==> src/rtl/vram_arb_pkg.sv <==
// Shared types and constants for the VRAM CPU/blitter arbiter.
package vram_arb_pkg;

  localparam int VRAM_AW = 14;
  localparam int VRAM_DW = 16;

  // Requester ids; also the encoding of the last_grant register.
  localparam logic REQ_CPU = 1'b0;
  localparam logic REQ_BLT = 1'b1;

  typedef enum logic [1:0] {
    IDLE    = 2'd0,
    ISSUE   = 2'd1,
    CAPTURE = 2'd2,
    ACK     = 2'd3
  } arb_state_t;

  // One requester's access as seen on its port.
  typedef struct packed {
    logic               we;
    logic [VRAM_AW-1:0] addr;
    logic [VRAM_DW-1:0] wdata;
    logic               ub;
    logic               lb;
  } vram_req_t;

endpackage

==> src/rtl/vram_arbiter_rr_arb2.sv <==
// Two-way grant: lone requester always wins; ties go to the CPU when
// FIXED_CPU_PRIO is set, otherwise to whoever was not granted last.
module rr_arb2
  import vram_arb_pkg::*;
#(
  parameter bit FIXED_CPU_PRIO = 1'b0
) (
  input  logic cpu_req,
  input  logic blt_req,
  input  logic last_grant,
  output logic gnt_vld,
  output logic gnt_id
);

  // Pure combinational pick; the caller decides when to act on it.
  always_comb begin
    gnt_vld = cpu_req | blt_req;
    gnt_id  = REQ_CPU;
    if (cpu_req && blt_req)
      gnt_id = (FIXED_CPU_PRIO || (last_grant == REQ_BLT)) ? REQ_CPU : REQ_BLT;
    else if (blt_req)
      gnt_id = REQ_BLT;
  end

endmodule

==> src/rtl/vram_arbiter.sv <==
// Shares the VRAM read/write port between the CPU bus interface and the
// blitter. Each access runs IDLE -> ISSUE -> CAPTURE -> ACK; all VRAM
// controls, read data and acks come straight from flops.
module vram_arbiter
  import vram_arb_pkg::*;
#(
  parameter bit FIXED_CPU_PRIO = 1'b0
) (
  input  logic               clk,
  input  logic               resetn,
  input  logic               cpu_req,
  input  logic               cpu_we,
  input  logic [VRAM_AW-1:0] cpu_addr,
  input  logic [VRAM_DW-1:0] cpu_wdata,
  input  logic               cpu_ub,
  input  logic               cpu_lb,
  output logic               cpu_ack,
  input  logic               blt_req,
  input  logic               blt_we,
  input  logic [VRAM_AW-1:0] blt_addr,
  input  logic [VRAM_DW-1:0] blt_wdata,
  input  logic               blt_ub,
  input  logic               blt_lb,
  output logic               blt_ack,
  output logic [VRAM_DW-1:0] rdata,
  output logic               vram_we,
  output logic               vram_re,
  output logic [VRAM_AW-1:0] vram_addr,
  output logic [VRAM_DW-1:0] vram_din,
  output logic               vram_ub,
  output logic               vram_lb,
  input  logic [VRAM_DW-1:0] vram_dout
);

  arb_state_t         state_q, state_d;
  logic               owner_q, owner_d;
  logic               last_grant_q, last_grant_d;
  logic               rd_q, rd_d;
  logic               vram_we_q, vram_we_d;
  logic               vram_re_q, vram_re_d;
  logic [VRAM_AW-1:0] vram_addr_q, vram_addr_d;
  logic [VRAM_DW-1:0] vram_din_q, vram_din_d;
  logic               vram_ub_q, vram_ub_d;
  logic               vram_lb_q, vram_lb_d;
  logic [VRAM_DW-1:0] rdata_q, rdata_d;
  logic               cpu_ack_q, cpu_ack_d;
  logic               blt_ack_q, blt_ack_d;

  vram_req_t cpu_r, blt_r, win_r;
  logic      gnt_vld, gnt_id;

  assign cpu_r = '{we: cpu_we, addr: cpu_addr, wdata: cpu_wdata, ub: cpu_ub, lb: cpu_lb};
  assign blt_r = '{we: blt_we, addr: blt_addr, wdata: blt_wdata, ub: blt_ub, lb: blt_lb};
  assign win_r = (gnt_id == REQ_BLT) ? blt_r : cpu_r;

  rr_arb2 #(
    .FIXED_CPU_PRIO(FIXED_CPU_PRIO)
  ) u_rr_arb2 (
    .cpu_req    (cpu_req),
    .blt_req    (blt_req),
    .last_grant (last_grant_q),
    .gnt_vld    (gnt_vld),
    .gnt_id     (gnt_id)
  );

  // Next-state and registered-output computation; strobes and acks are
  // single-cycle, everything else holds unless explicitly reloaded.
  always_comb begin
    state_d      = state_q;
    owner_d      = owner_q;
    last_grant_d = last_grant_q;
    rd_d         = rd_q;
    vram_we_d    = 1'b0;
    vram_re_d    = 1'b0;
    vram_addr_d  = vram_addr_q;
    vram_din_d   = vram_din_q;
    vram_ub_d    = vram_ub_q;
    vram_lb_d    = vram_lb_q;
    rdata_d      = rdata_q;
    cpu_ack_d    = 1'b0;
    blt_ack_d    = 1'b0;
    unique case (state_q)
      IDLE: begin
        if (gnt_vld) begin
          owner_d      = gnt_id;
          last_grant_d = gnt_id;
          rd_d         = ~win_r.we;
          vram_we_d    = win_r.we;
          vram_re_d    = ~win_r.we;
          vram_addr_d  = win_r.addr;
          vram_din_d   = win_r.wdata;
          vram_ub_d    = win_r.ub;
          vram_lb_d    = win_r.lb;
          state_d      = ISSUE;
        end
      end
      ISSUE: state_d = CAPTURE;
      CAPTURE: begin
        // VRAM output is valid now, one cycle after the read strobe.
        if (rd_q) rdata_d = vram_dout;
        cpu_ack_d = (owner_q == REQ_CPU);
        blt_ack_d = (owner_q == REQ_BLT);
        state_d   = ACK;
      end
      ACK: state_d = IDLE;
      default: state_d = IDLE;
    endcase
  end

  // State and output registers; reset aborts any access in flight.
  always_ff @(posedge clk or negedge resetn) begin
    if (!resetn) begin
      state_q      <= IDLE;
      owner_q      <= REQ_CPU;
      last_grant_q <= REQ_BLT;
      rd_q         <= 1'b0;
      vram_we_q    <= 1'b0;
      vram_re_q    <= 1'b0;
      vram_addr_q  <= '0;
      vram_din_q   <= '0;
      vram_ub_q    <= 1'b0;
      vram_lb_q    <= 1'b0;
      rdata_q      <= '0;
      cpu_ack_q    <= 1'b0;
      blt_ack_q    <= 1'b0;
    end else begin
      state_q      <= state_d;
      owner_q      <= owner_d;
      last_grant_q <= last_grant_d;
      rd_q         <= rd_d;
      vram_we_q    <= vram_we_d;
      vram_re_q    <= vram_re_d;
      vram_addr_q  <= vram_addr_d;
      vram_din_q   <= vram_din_d;
      vram_ub_q    <= vram_ub_d;
      vram_lb_q    <= vram_lb_d;
      rdata_q      <= rdata_d;
      cpu_ack_q    <= cpu_ack_d;
      blt_ack_q    <= blt_ack_d;
    end
  end

  assign vram_we   = vram_we_q;
  assign vram_re   = vram_re_q;
  assign vram_addr = vram_addr_q;
  assign vram_din  = vram_din_q;
  assign vram_ub   = vram_ub_q;
  assign vram_lb   = vram_lb_q;
  assign rdata     = rdata_q;
  assign cpu_ack   = cpu_ack_q;
  assign blt_ack   = blt_ack_q;

endmodule

==> config.mk <==
export PLATFORM = sky130hd
export DESIGN_NAME = vram_arbiter
export DESIGN_NICKNAME = d
export VERILOG_FILES = /design/src/rtl/vram_arb_pkg.sv /design/src/rtl/vram_arbiter_rr_arb2.sv /design/src/rtl/vram_arbiter.sv
export SDC_FILE = /design/constraint.sdc
export NUM_CORES = 1
export LEC_CHECK = 0
export CORE_MARGIN = 2
export CORE_UTILIZATION = 39
export CTS_CLUSTER_SIZE = 25
export DETAILED_ROUTE_END_ITERATION = 7
export GPL_ROUTABILITY_DRIVEN = 0
export GPL_TIMING_DRIVEN = 0
export PLACE_DENSITY_LB_ADDON = 0.15
export SLEW_MARGIN = 10
export SYNTH_ARGS = -nofsm -noshare
export SYNTH_HDL_FRONTEND = slang
export SYNTH_HIERARCHICAL = 1
export SYNTH_SLANG_ARGS = --single-unit
==> constraint.sdc <==
create_clock -name clk -period 1.8 [get_ports clk]
set_clock_uncertainty 0.15 [all_clocks]
set_input_delay 0.36 -clock clk [delete_from_list [all_inputs] [get_ports clk]]
set_output_delay 0.36 -clock clk [all_outputs]
set_load 0.01 [all_outputs]
==> results.cfg, run 1 <==
[clocking]
htreeDepth = 3
cts_max_path_buffers = 2
clk_pin_slew_ns = 0.07
clock_latency_ns = 0.33
cts.sinks = 57
cts-root-buf = clkbuf_8
cts_tree = yes
cts_buffers = 9

[yosys]
ys_seq_area_frac = 0.557
synth_area_um2 = 2560
synth.most_common_cell = a21oi_1
synth_common_cells = a21oi_1, dfrtp_1, mux2i_1
yosys-top-cells-area = dfrtp_1, mux2i_1, a21oi_1, mux2_2, buf_6
yosys.area.top_type_share = 0.547
yosys.area.top_type = dfrtp_1
synthArstFlopShare = 1.00
syn_nets = 298
ys_types = 22
synth-seq-cells = 57
synth_flop_cell = dfrtp_1
yosysWarnings = 6
syn_avg_cell_area_um2 = 12.3
postSynthCellCount = 209
synth_edf_count = 0

[sta]
fin_crit_sh = 0.975
tightest_slew_ns = 0.727
drv_slew = 0
hold_violations = 0
slew-limit-headroom = 0.515
hold-worst-slack_ns = 0.297
clock.fmax_ghz = 0.570
setup_slack_ns = 0.0451
rsz0062_at_grt = false
setup_viol = 0
setup_tns_ns = 0
min_period_ns = 1.75

[worst_setup_path]
rr_endpoint = rd_q
crit_path_cell_trace = clkdlybuf4s50_1
required_ns = 1.29
reg2regPathDepth = 6
crit_buf_inv = 1
worst-setup-path-type = flip-flop to output port
slowest_delay_ns = 0.55
critPathLaunch = vram_addr[8]
critPathSlowestCell = clkdlybuf4s50_1
crit_cells = 1
cp-start-kind = flip-flop
cp_max_fo = 2
endpoint_kind = output port
crit_end = vram_addr[8]
r2r-start = state_q[0]
rrSetupSlack_ns = 0.11
cp_data_arrival_time_ns = 1.24
crit_family = buffers and inverters

[power]
p_leak_nw = 1.86
switching_share = 0.323
pwr-share-comb = 0.473
switchingPower_mw = 2.21
clkPwrFrac = 0.199
powerDensity_nw_per_um2 = 1600
p_int_mw = 4.64
ir_drop_v = 0.000917
seqPwrFrac = 0.328
power.total_mw = 6.85

[routing]
routed_wl_um = 6980
first_iter_violations = 101
vias = 2216
ant_nets = 0
viasPerCell = 5.04
drc_errors = 0
drtPass1Iterations = 4
avgRoutedWirePerCell_um = 15.9

[floorplan]
io_pins = 138
core_area_um2 = 6350
die_w_um = 85.0
rows = 29
die_area_um2 = 7230
initial_core_util = 0.403
die_h_um = 85.0

[cells_and_area]
diodes = 0
nNetsFinal = 447
syn2layout_area_growth_pct = 67.5
fin_util = 0.676
drive_gt1_frac = 0.152
fillers = 538

[global_routing]
antenna_found_initial = 0
grt_pass1_wl_um = 11300
grt_max_degree = 58
grt_use_total = 0.199
gr-total-overflow = 0
grt_pass1_vias = 2393

[run]
drv_cap = 0

[outcome]
status = completed

[worst_hold_path]
hold_path_depth = 1
min_path_type = flip-flop to flip-flop

[placement]
dp_hpwl_um = 5180
pre_cts_ws_ns = -0.286
portBuffers = 137
==> kinds of logic (layout without fill, tap and decap cells) <==
logic type               count (synthesis)  in the layout  synth area share
buffers and inverters                   19            173            0.0528
multiplexers                            53             53             0.221
AND/OR/NAND/NOR                         11             11            0.0239
AO/OA/AOI/OAI                           66             66             0.130
flip-flops                              57             57             0.557
adder cells (fa/ha/maj)                  3              3            0.0147
==> state kept, by name, indices dropped and copies added, names as in the netlist <==
register	flops
blt_ack	1
cpu_ack	1
last_grant_q	1
owner_q	1
rd_q	1
rdata	16
state_q	2
vram_addr	14
vram_din	16
vram_lb	1
vram_re	1
vram_ub	1
vram_we	1
==> layer usage <==
layer	GRT usage	part of all wire	up-vias	routed length, µm
met1	0.232	0.40	1072	2770
met3	0.0739	0.093	10	649
met5	0	0	-	0
met4	0.0866	0.018	0	124
met2	0.330	0.49	88	3440
li1	-	-	1046	-
==> worst min path at each step <==
stage | startpoint | to | slack [ns]
CTS | owner_q | cpu_ack | 0.30
finish | owner_q | cpu_ack | 0.30
detailed placement | owner_q | cpu_ack | 0.29
floorplan | resetn | blt_ack | -0.09
global route | owner_q | cpu_ack | 0.33
global placement | owner_q | cpu_ack | 0.29
==> what timing repair did <==
item / CTS / global route
endpoints found under the hold margin: 56 / 0
endpoints found under the setup margin: 0 / 19
gates resized for setup: 0 / 12
hold buffers: 1 / 0
buffers inserted: 0 / 0
==> final cells by class <==
cell class	instances	area [µm²]	share of cell area
sequential	57	1430	0.333
clock buffer	11	151	0.0353
buffer	17	138	0.0321
timing repair buffer	138	1390	0.325
clock inverter	5	77.6	0.0181
tap	77	96.3	0.0225
multi-input combinational	133	998	0.233
inverter	2	7.51	0.00175
==> layout by cell type (no fill, tap or decap), types with 2 or more instances in the layout <==
| cell | instances |
|---|---|
| a21oi_1 | 65 |
| dfrtp_1 | 56 |
| mux2_4 | 3 |
| mux2_2 | 17 |
| buf_4 | 3 |
| buf_2 | 3 |
| buf_6 | 8 |
| clkdlybuf4s50_1 | 130 |
| dlymetal6s2s_1 | 6 |
| inv_1 | 2 |
| nor2_1 | 3 |
| bufinv_16 | 2 |
| clkbuf_1 | 2 |
| clkbuf_8 | 11 |
| mux2i_1 | 33 |
| ha_1 | 3 |
| clkbuf_2 | 2 |
| clkinv_2 | 2 |
==> power by group through the flow <==
| stage | clock network, mW | registers [mW] | logic (mW) |
|---|---|---|---|
| detailed placement | 0 | 2.26 | 3.28 |
| finish | 1.37 | 2.25 | 3.24 |
| global placement | 0 | 2.22 | 3.22 |
| floorplan | 0 | 2.52 | 1.31 |
| global route | 1.46 | 2.32 | 3.50 |
| CTS | 1.40 | 2.25 | 3.30 |
==> per-stage QoR <==
step / std cells / instance area, µm²
6_report: 440 / 4290
4_1_cts: 440 / 4270
5_1_grt: 440 / 4290
3_3_place_gp: 423 / 4030
2_1_floorplan: 209 / 2560
3_5_place_dp: 423 / 4030
==> worst register-to-register path, cell delays in order, from the launching register on <==
cell	delay, ns
dfrtp_1	0.38
inv_1	0.10
ha_1	0.14
buf_2	0.19
and2_4	0.17
buf_6	0.14
mux2_4	0.30
No activity file was read; power rests on OpenSTA's default activity.
==> run 2, diff against run 1 <==
--- a/config.mk
+++ b/config.mk
@@ -12,4 +12,5 @@
 export GPL_ROUTABILITY_DRIVEN = 0
 export GPL_TIMING_DRIVEN = 0
+export HOLD_SLACK_MARGIN = 0.15
 export PLACE_DENSITY_LB_ADDON = 0.15
 export SLEW_MARGIN = 10
==> constraint.sdc (replaced) <==
create_clock -name clk -period 1.8 [get_ports clk]
set_clock_uncertainty 0.15 [all_clocks]
set_input_delay 0.27 -clock clk [delete_from_list [all_inputs] [get_ports clk]]
set_output_delay 0.27 -clock clk [all_outputs]
set_load 0.01 [all_outputs]
==> run 2 against run 1 <==
Core utilization fell by 0.35 points; hold slack did not move; via count barely moved; sequential power barely moved; first-iteration DRC count fell by 5.9%; clock power barely moved; critical path depth rose by 5; combinational power barely moved; wire length barely moved; die area did not move; critical path type is now flip-flop to flip-flop.
==> results.cfg, run 2 (synthesis gave the netlist of run 1 again) <==
[routing]
ant_nets = 0
drtPass1Iterations = 4
first_iter_violations = 95
vias = 2218
routed_wl_um = 6970
viasPerCell = 5.04
drc_errors = 0
avgRoutedWirePerCell_um = 15.9

[worst_setup_path]
slowest_delay_ns = 0.38
crit_path_cell_trace = inv_1, ha_1, buf_2, and2_4, buf_6, mux2_4
reg2regPathDepth = 6
worst-setup-path-type = flip-flop to flip-flop
rr_endpoint = rd_q
critPathSlowestCell = dfrtp_1
cp_data_arrival_time_ns = 1.76
r2r-start = state_q[0]
cp_max_fo = 9
required_ns = 1.87
rrSetupSlack_ns = 0.11
endpoint_kind = flip-flop
cp-start-kind = flip-flop

[sta]
setup_viol = 0
hold-worst-slack_ns = 0.297
rsz0062_at_grt = false
clock.fmax_ghz = 0.592
slew-limit-headroom = 0.516
hold_violations = 0
tightest_slew_ns = 0.726
drv_slew = 0
min_period_ns = 1.69
fin_crit_sh = 0.938

[cells_and_area]
final_common_cell = clkdlybuf4s50_1
final_cell_mix = clkdlybuf4s50_1, a21oi_1, dfrtp_1
syn2layout_area_growth_pct = 66.6
diodes = 0
fillers = 541
finalInstanceArea_um2 = 4270
register_area_um2 = 1430
nNetsFinal = 447
drive_gt1_frac = 0.152
multi_input_comb_area_um2 = 998

[floorplan]
die_h_um = 85.0
core_area_um2 = 6350
die_w_um = 85.0
initial_core_util = 0.403
rows = 29
die_area_um2 = 7230
io_pins = 138

[clocking]
cts_buffers = 9
clk_pin_slew_ns = 0.06
clock_latency_ns = 0.33
cts_tree = yes
cts_max_path_buffers = 2
htreeDepth = 3
cts-root-buf = clkbuf_8
cts.sinks = 57

[global_routing]
gr-total-overflow = 0
antenna_found_initial = 0
grt_max_degree = 58
grt_pass1_vias = 2393
grt_pass1_wl_um = 11300
grt_use_total = 0.199

[worst_hold_path]
min_path_type = flip-flop to flip-flop
hold_start = owner_q
hold_path_depth = 1
whs_endpoint = cpu_ack

[power]
powerDensity_nw_per_um2 = 1610
p_leak_nw = 1.82
ir_drop_v = 0.000917
seqPwrFrac = 0.328
clkPwrFrac = 0.199
p_int_mw = 4.65
power.total_mw = 6.87
switching_share = 0.324
switchingPower_mw = 2.22
pwr-share-comb = 0.473

[run]
drv_cap = 0

[placement]
dp_hpwl_um = 5180
portBuffers = 137
placed_area_um2 = 4030

[outcome]
status = completed
[run 2: changes by cell type in the layout (fill, tap and decap cells not counted), sizes merged]
| cell | previous run | this run |
|---|---|---|
| dlymetal6s2s | 6 | 0 |
| clkdlybuf4s50 | 130 | 136 |
[run 2: worst max path at each step]
| stage | start | endpoint | slack (ns) | depth (start not counted) |
|---|---|---|---|---|
| finish | state_q[0] | rd_q | 0.11 | 6 |
| global route | state_q[1] | rd_q | 0.06 | 6 |
| CTS | state_q[0] | vram_addr[8] | 0.05 | 6 |
| detailed placement | blt_req | vram_addr[11] | -0.20 | 6 |
| global placement | resetn | rdata[12] | -1.48 | 1 |
| floorplan | state_q[0] | owner_q | 0.24 | 6 |
[run 2: layer usage]
| layer | GRT usage | part of all wire | up-vias |
|---|---|---|---|
| li1 | - | - | 1048 |
| met4 | 0.0866 | 0.018 | 0 |
| met1 | 0.232 | 0.40 | 1074 |
| met3 | 0.0739 | 0.091 | 10 |
| met2 | 0.330 | 0.49 | 86 |
| met5 | 0 | 0 | - |
[run 2: critical path, delay by kind of cell, from the launching register on]
family / cells / cell delay, ns
adders and majority gates: 1 / 0.14
muxes: 1 / 0.30
buffers and inverters: 3 / 0.43
and+or+nand+nor: 1 / 0.17
DFF: 1 / 0.38
[run 2: through the flow]
stage,setup TNS (ns),cells,setup slack (ns),util
floorplan,0,209,0.236,-
global placement,-87.11,423,-1.48,0.634
detailed placement,-4.02,423,-0.196,0.634
CTS,0,440,0.0532,0.672
global route,0,440,0.0611,0.672
finish,0,440,0.112,0.672
[run 2: power groups by stage]
stage / registers [mW] / clock network [mW] / logic, mW
floorplan: 2.52 / 0 / 1.31
global placement: 2.22 / 0 / 3.22
detailed placement: 2.26 / 0 / 3.28
CTS: 2.25 / 1.40 / 3.30
global route: 2.33 / 1.46 / 3.51
finish: 2.25 / 1.37 / 3.25
[run 2: cell type report]
type | instances | share of cell area
buffer | 17 | 0.0305
clock inverter | 5 | 0.0182
timing repair buffer | 138 | 0.323
tap | 77 | 0.0226
clock buffer | 11 | 0.0355
sequential | 57 | 0.335
inverter | 2 | 0.00176
multi-input combinational | 133 | 0.234
[run 2: repair_timing]
item | in CTS | in global routing
gates resized for setup | 0 | 4
endpoints found under the setup margin | 0 | 13
hold buffers | 1 | 0
setup buffers | 0 | 0
endpoints found under the hold margin | 56 | 0
